[config.mk]
export PLATFORM = sky130hd
export DESIGN_NAME = branch_target_buffer
export DESIGN_NICKNAME = d
export VERILOG_FILES = /design/src/rtl/branch_target_buffer.sv
export SDC_FILE = /design/constraint.sdc
export NUM_CORES = 1
export LEC_CHECK = 0
export BUFFER_PORTS_ARGS = -buffer_cell sky130_fd_sc_hd__clkbuf_2
export CORE_MARGIN = 2
export CORE_UTILIZATION = 45
export CTS_CLUSTER_SIZE = 25
export DETAILED_ROUTE_END_ITERATION = 8
export GPL_ROUTABILITY_DRIVEN = 0
export GPL_TIMING_DRIVEN = 1
export SYNTH_ARGS = -nofsm -noshare
export SYNTH_HDL_FRONTEND = slang
export SYNTH_SLANG_ARGS = --single-unit
[constraint.sdc]
create_clock -name clk -period 8.9 [get_ports clk]
set_clock_uncertainty 0.15 [all_clocks]
set_input_delay 1.78 -clock clk [delete_from_list [all_inputs] [get_ports clk]]
set_output_delay 1.78 -clock clk [all_outputs]
set_load 0.01 [all_outputs]
[src/rtl/branch_target_buffer.sv]
// Direct-mapped branch target buffer: zero-latency fetch lookup, single-entry
// training from execute, 2-bit saturating direction counter per entry.
module branch_target_buffer #(
    parameter int BTB_ENTRIES = 16
) (
    input  logic        clk,
    input  logic        rst,
    input  logic [31:0] if_pc,
    output logic        predicted_taken,
    output logic [31:0] predicted_target,
    input  logic        update_btb,
    input  logic [31:0] ex_pc,
    input  logic [31:0] calc_jump_addr,
    input  logic        branch_taken
);

    localparam int IDX   = $clog2(BTB_ENTRIES);
    localparam int TAG_W = 30 - IDX;

    localparam logic [1:0] CTR_SNT = 2'b00;
    localparam logic [1:0] CTR_WNT = 2'b01;
    localparam logic [1:0] CTR_WT  = 2'b10;
    localparam logic [1:0] CTR_ST  = 2'b11;

    logic             valid_q  [BTB_ENTRIES];
    logic [TAG_W-1:0] tag_q    [BTB_ENTRIES];
    logic [31:0]      target_q [BTB_ENTRIES];
    logic [1:0]       ctr_q    [BTB_ENTRIES];

    logic [IDX-1:0]   lk_idx;
    logic [TAG_W-1:0] lk_tag;
    logic             lk_hit;

    logic [IDX-1:0]   upd_idx;
    logic [TAG_W-1:0] upd_tag;
    logic             upd_hit;
    logic             wr_en;
    logic             wr_data;
    logic [1:0]       ctr_d;

    logic             unused_pc_lsbs;

    function automatic logic [1:0] ctr_inc(input logic [1:0] c);
        return (c == CTR_ST) ? CTR_ST : c + 2'd1;
    endfunction

    function automatic logic [1:0] ctr_dec(input logic [1:0] c);
        return (c == CTR_SNT) ? CTR_SNT : c - 2'd1;
    endfunction

    assign unused_pc_lsbs = ^{if_pc[1:0], ex_pc[1:0]};

    // Lookup reads registered state only, so a same-cycle update is not seen.
    always_comb begin
        lk_idx           = if_pc[IDX+1:2];
        lk_tag           = if_pc[31:IDX+2];
        lk_hit           = valid_q[lk_idx] && (tag_q[lk_idx] == lk_tag);
        predicted_taken  = lk_hit && ctr_q[lk_idx][1];
        predicted_target = predicted_taken ? target_q[lk_idx] : 32'h0;
    end

    always_comb begin
        upd_idx = ex_pc[IDX+1:2];
        upd_tag = ex_pc[31:IDX+2];
        upd_hit = valid_q[upd_idx] && (tag_q[upd_idx] == upd_tag);
        // A not-taken miss trains nothing; only hits or taken misses write.
        wr_en   = update_btb && (upd_hit || branch_taken);
        wr_data = wr_en && branch_taken;
        ctr_d   = CTR_WT;
        if (upd_hit) begin
            ctr_d = branch_taken ? ctr_inc(ctr_q[upd_idx]) : ctr_dec(ctr_q[upd_idx]);
        end
    end

    always_ff @(posedge clk) begin
        if (rst) begin
            for (int i = 0; i < BTB_ENTRIES; i++) begin
                valid_q[i] <= 1'b0;
                ctr_q[i]   <= CTR_WNT;
            end
        end else if (wr_en) begin
            valid_q[upd_idx] <= 1'b1;
            ctr_q[upd_idx]   <= ctr_d;
        end
    end

    // Tag/target carry no reset; they are qualified by valid_q.
    always_ff @(posedge clk) begin
        if (!rst && wr_data) begin
            tag_q[upd_idx]    <= upd_tag;
            target_q[upd_idx] <= calc_jump_addr;
        end
    end

endmodule

==> reports/qor.yml <==
overflow: 0
io-pin-count: 133
grt_pass1_wl_microns: 156000
r2r_start: "tag_q[13][0]$_DFFE_PP_"
cts_tree: "done"
critical_path.max_fanout: 77
rsz0062_at_grt: "no"
setup_tns_ns: 0
grt_usage_pct: 22.81
finalHoldViolations: 0
synth_compound_area_share_pct: 2.654
dr.pass1.iters: 6
cp_data_required_time_ns: 6.97
drc: 0
rrSetupSlack_ns: 4.46
cap_violations: 0
start_util_pct: 45.21
routed_wirelength_microns: 107400
synth-warning-count: 0
relSlewSlack_pct: 20.23
clk_pin_slew_worst_paths_ns: 0.06
synth-seq-area-share_pct: 69.40
via_per_inst: 6.121
p_leak_nw: 15.08
vias: 21640
clock_sinks: 976
finalCritPeriodShare_pct: 89.03
ys_ff_latch: 976
irDropWorstVdd_mv: 0.1688
critPathKind: "input pin to output pin"
io_buffer_count: 128
synth_xor_area_share_pct: 1.043
fmax_ghz: 0.1262
cts-hold-fix-buffers: 0
syn_nets: 2136
synthSimpleGateAreaFrac_pct: 2.586
rr_endpoint: "ctr_q[1][1]$_SDFFCE_PN0P_"
post_cts_buffers: 0
avgSynthCellArea_sq_um: 20.63
synth-edff-count: 960
power.density_mw_per_mm2: 211.3
hold_start: "valid_q[10]$_DFF_P_"
place_hpwl_microns: 59470
drive_gt1_share_pct: 33.54
seqPwrFrac_pct: 50.6
synth_top_family_by_area: "multiplexers"
power.share.clock_pct: 43.2
post-place-ws_ns: 0.8964
switching_share_pct: 21.44
worst_skew_pair.late_latency_ns: 0.68
combPwrFrac_pct: 6.3
ctsResizeCount: 0
first_iter_violations: 2431
syn_inst: 2036
synth-adder-area-share_pct: 0
synth_area_sq_mm: 0.04200
antenna_found_initial: 10
crit_slowest_cell: "buf_8"
avgRoutedWirePerCell_microns: 30.38
clockBufferDepth: 3
grt_pass1_vias: 22600
die_area_sq_mm: 0.09579
outcome: "completed"
synthMuxAreaShare_pct: 22.77
cts_htree_levels: 3
synth_ff_type: "edfxtp_1"
hold_end: "valid_q[10]$_DFF_P_"
rows: 112
endpoint_kind: "output pin"
fin_crit_ns: 7.924
reg2reg_depth: 8
setup_violations: 0
hold_depth: 2
cp.arrival_ns: 5.99
dieWidth_microns: 309.5
area_growth_syn_to_layout_pct: 13.56
intPower_mw: 7.919
crit_chain: "buf_8 > mux4_2 > mux4_2 > xnor2_1 > nand4_1 > nor3_1 > nand4_1 > buf_4 > nor2b_1 > clkbuf_2"
cts_made_buffers: 102
cp-start-kind: "input pin"
root_buffer: "clkbuf_16"
coreArea_sq_mm: 0.09291
yosysUniqueCellTypes: 54
worst_pin_slew_ns: 1.189
setup_ws_ns: 0.9762
slowest_delay_ns: 0.67
ant_nets: 0
synthArstFlopShare_pct: 0
p_sw_mw: 2.162
min_path_type: "flop to flop"
drv_slew: 0
nets: 2292
grt_max_degree: 78
die_y_microns: 309.5
power groups by stage:
stage / registers (mW) / clock network [mW] / logic (mW)
after floorplan: 5.19 / 0 / 0.410
after global placement: 5.19 / 0 / 0.628
after detailed placement: 5.19 / 0 / 0.638
after CTS: 5.10 / 4.44 / 0.640
after global routing: 5.10 / 4.60 / 0.679
final: 5.10 / 4.35 / 0.632
flip-flops by register name (all words and copies together), names as in the netlist:
| signal | flops |
|---|---|
| valid_q | 16 |
| ctr_q | 32 |
| tag_q | 416 |
| target_q | 512 |
Yosys cell counts, types with 4 or more instances:
master,number,share of area [%]
nor2_1,54,0.48
mux2i_1,89,2.1
a221oi_1,8,0.17
nor4_1,5,0.074
o21ai_1,12,0.14
xnor2_1,40,0.83
a21oi_1,22,0.26
nand3_1,18,0.21
o22ai_1,8,0.12
mux2_2,20,0.54
inv_1,12,0.11
buf_1,20,0.18
xor2_1,10,0.21
buf_2,23,0.27
nand2_1,59,0.53
mux4_2,375,20
dfxtp_1,16,0.76
nor2b_1,42,0.63
nor3_1,15,0.18
edfxtp_1,960,69
o21ai_0,26,0.31
buf_4,4,0.071
nand2b_1,5,0.074
and2_1,4,0.060
buf_6,10,0.27
clkbuf_1,73,0.65
a31oi_1,17,0.25
nand4_1,10,0.15
o211ai_1,7,0.13
o21bai_1,16,0.29
a22o_1,14,0.29
a22oi_1,11,0.20
cell type report:
cell class / instances / area (sq um)
diodes: 1 / 2.502
clock buffers: 116 / 2615
clock inverters: 77 / 833.3
fillers: 7378 / 45210
inverters: 12 / 45.04
multi-input cells: 918 / 12320
flip-flops and latches: 976 / 29150
well taps: 1254 / 1569
repair buffers: 182 / 1162
kinds of logic (layout without fill, tap and decap cells):
kind of cell    Yosys count  after routing
simple gates            221            221
compound gates          163            163
xor+xnor                 50             50
buf+inv                 142            387
flops                   976            976
other cells               0              1
mux                     484            484
metal layers:
layer / track usage, % / vias to the layer above / part of all wire (%)
li1: - / 9003 / -
met3: 4.495 / 180 / 7.6
met2: 36.51 / 911 / 49
met1: 31.73 / 11530 / 41
met5: 0 / - / 0.10
met4: 7.349 / 16 / 2.7
worst max-delay path, delay by kind of cell:
kind	cells	cell delay (ns)
xor gates and xnor gates	1	0.37
muxes	2	1.10
and+or+nand+nor	4	1.44
buffers and inverters	3	1.25
cell usage in the layout, fill, tap and decap left out, types with 10 or more instances in the layout:
cell type | synthesis | routed
nand2_1 | 59 | 59
inv_1 | 12 | 12
bufinv_16 | 0 | 15
buf_4 | 4 | 51
o21ai_0 | 26 | 26
nor2b_1 | 42 | 42
nor2_1 | 54 | 38
dfxtp_1 | 16 | 16
mux2i_1 | 89 | 89
a21oi_1 | 22 | 22
nand4_1 | 10 | 10
o21ai_1 | 12 | 12
xnor2_1 | 40 | 40
a22oi_1 | 11 | 11
clkbuf_16 | 0 | 102
a22o_1 | 14 | 14
clkbuf_2 | 0 | 121
xor2_1 | 10 | 10
mux2_2 | 20 | 20
mux4_2 | 375 | 375
nor2_4 | 0 | 16
nor3_1 | 15 | 15
edfxtp_1 | 960 | 960
clkbuf_1 | 73 | 13
a31oi_1 | 17 | 17
nand3_1 | 18 | 18
o21bai_1 | 16 | 16
clkinv_2 | 0 | 34
clkinv_1 | 0 | 14
through the flow:
stage | cells | hold slack, ns | total power [mW] | instance area (sq um) | util, %
global route | 3536 | 0.3821 | 10.38 | 47700 | 51.34
finish | 3536 | 0.3598 | 10.08 | 47700 | 51.34
floorplan | 2036 | 0.3035 | 5.602 | 42000 | -
detailed placement | 3342 | 0.3393 | 5.833 | 44240 | 47.62
global placement | 3342 | 0.3302 | 5.820 | 44240 | 47.62
CTS | 3535 | 0.3641 | 10.18 | 47690 | 51.33
worst max-delay path by stage:
stage                        start                   end  slack [ns]
after CTS                 if_pc[2]  predicted_target[18]        0.87
after global routing      if_pc[2]  predicted_target[18]        0.75
after global placement    if_pc[2]   predicted_target[3]        0.96
after detailed placement  if_pc[2]  predicted_target[18]        0.90
after floorplan           if_pc[2]  predicted_target[11]        2.13
final                     if_pc[2]  predicted_target[16]        0.98
No activity file was read; power rests on OpenSTA's default activity.
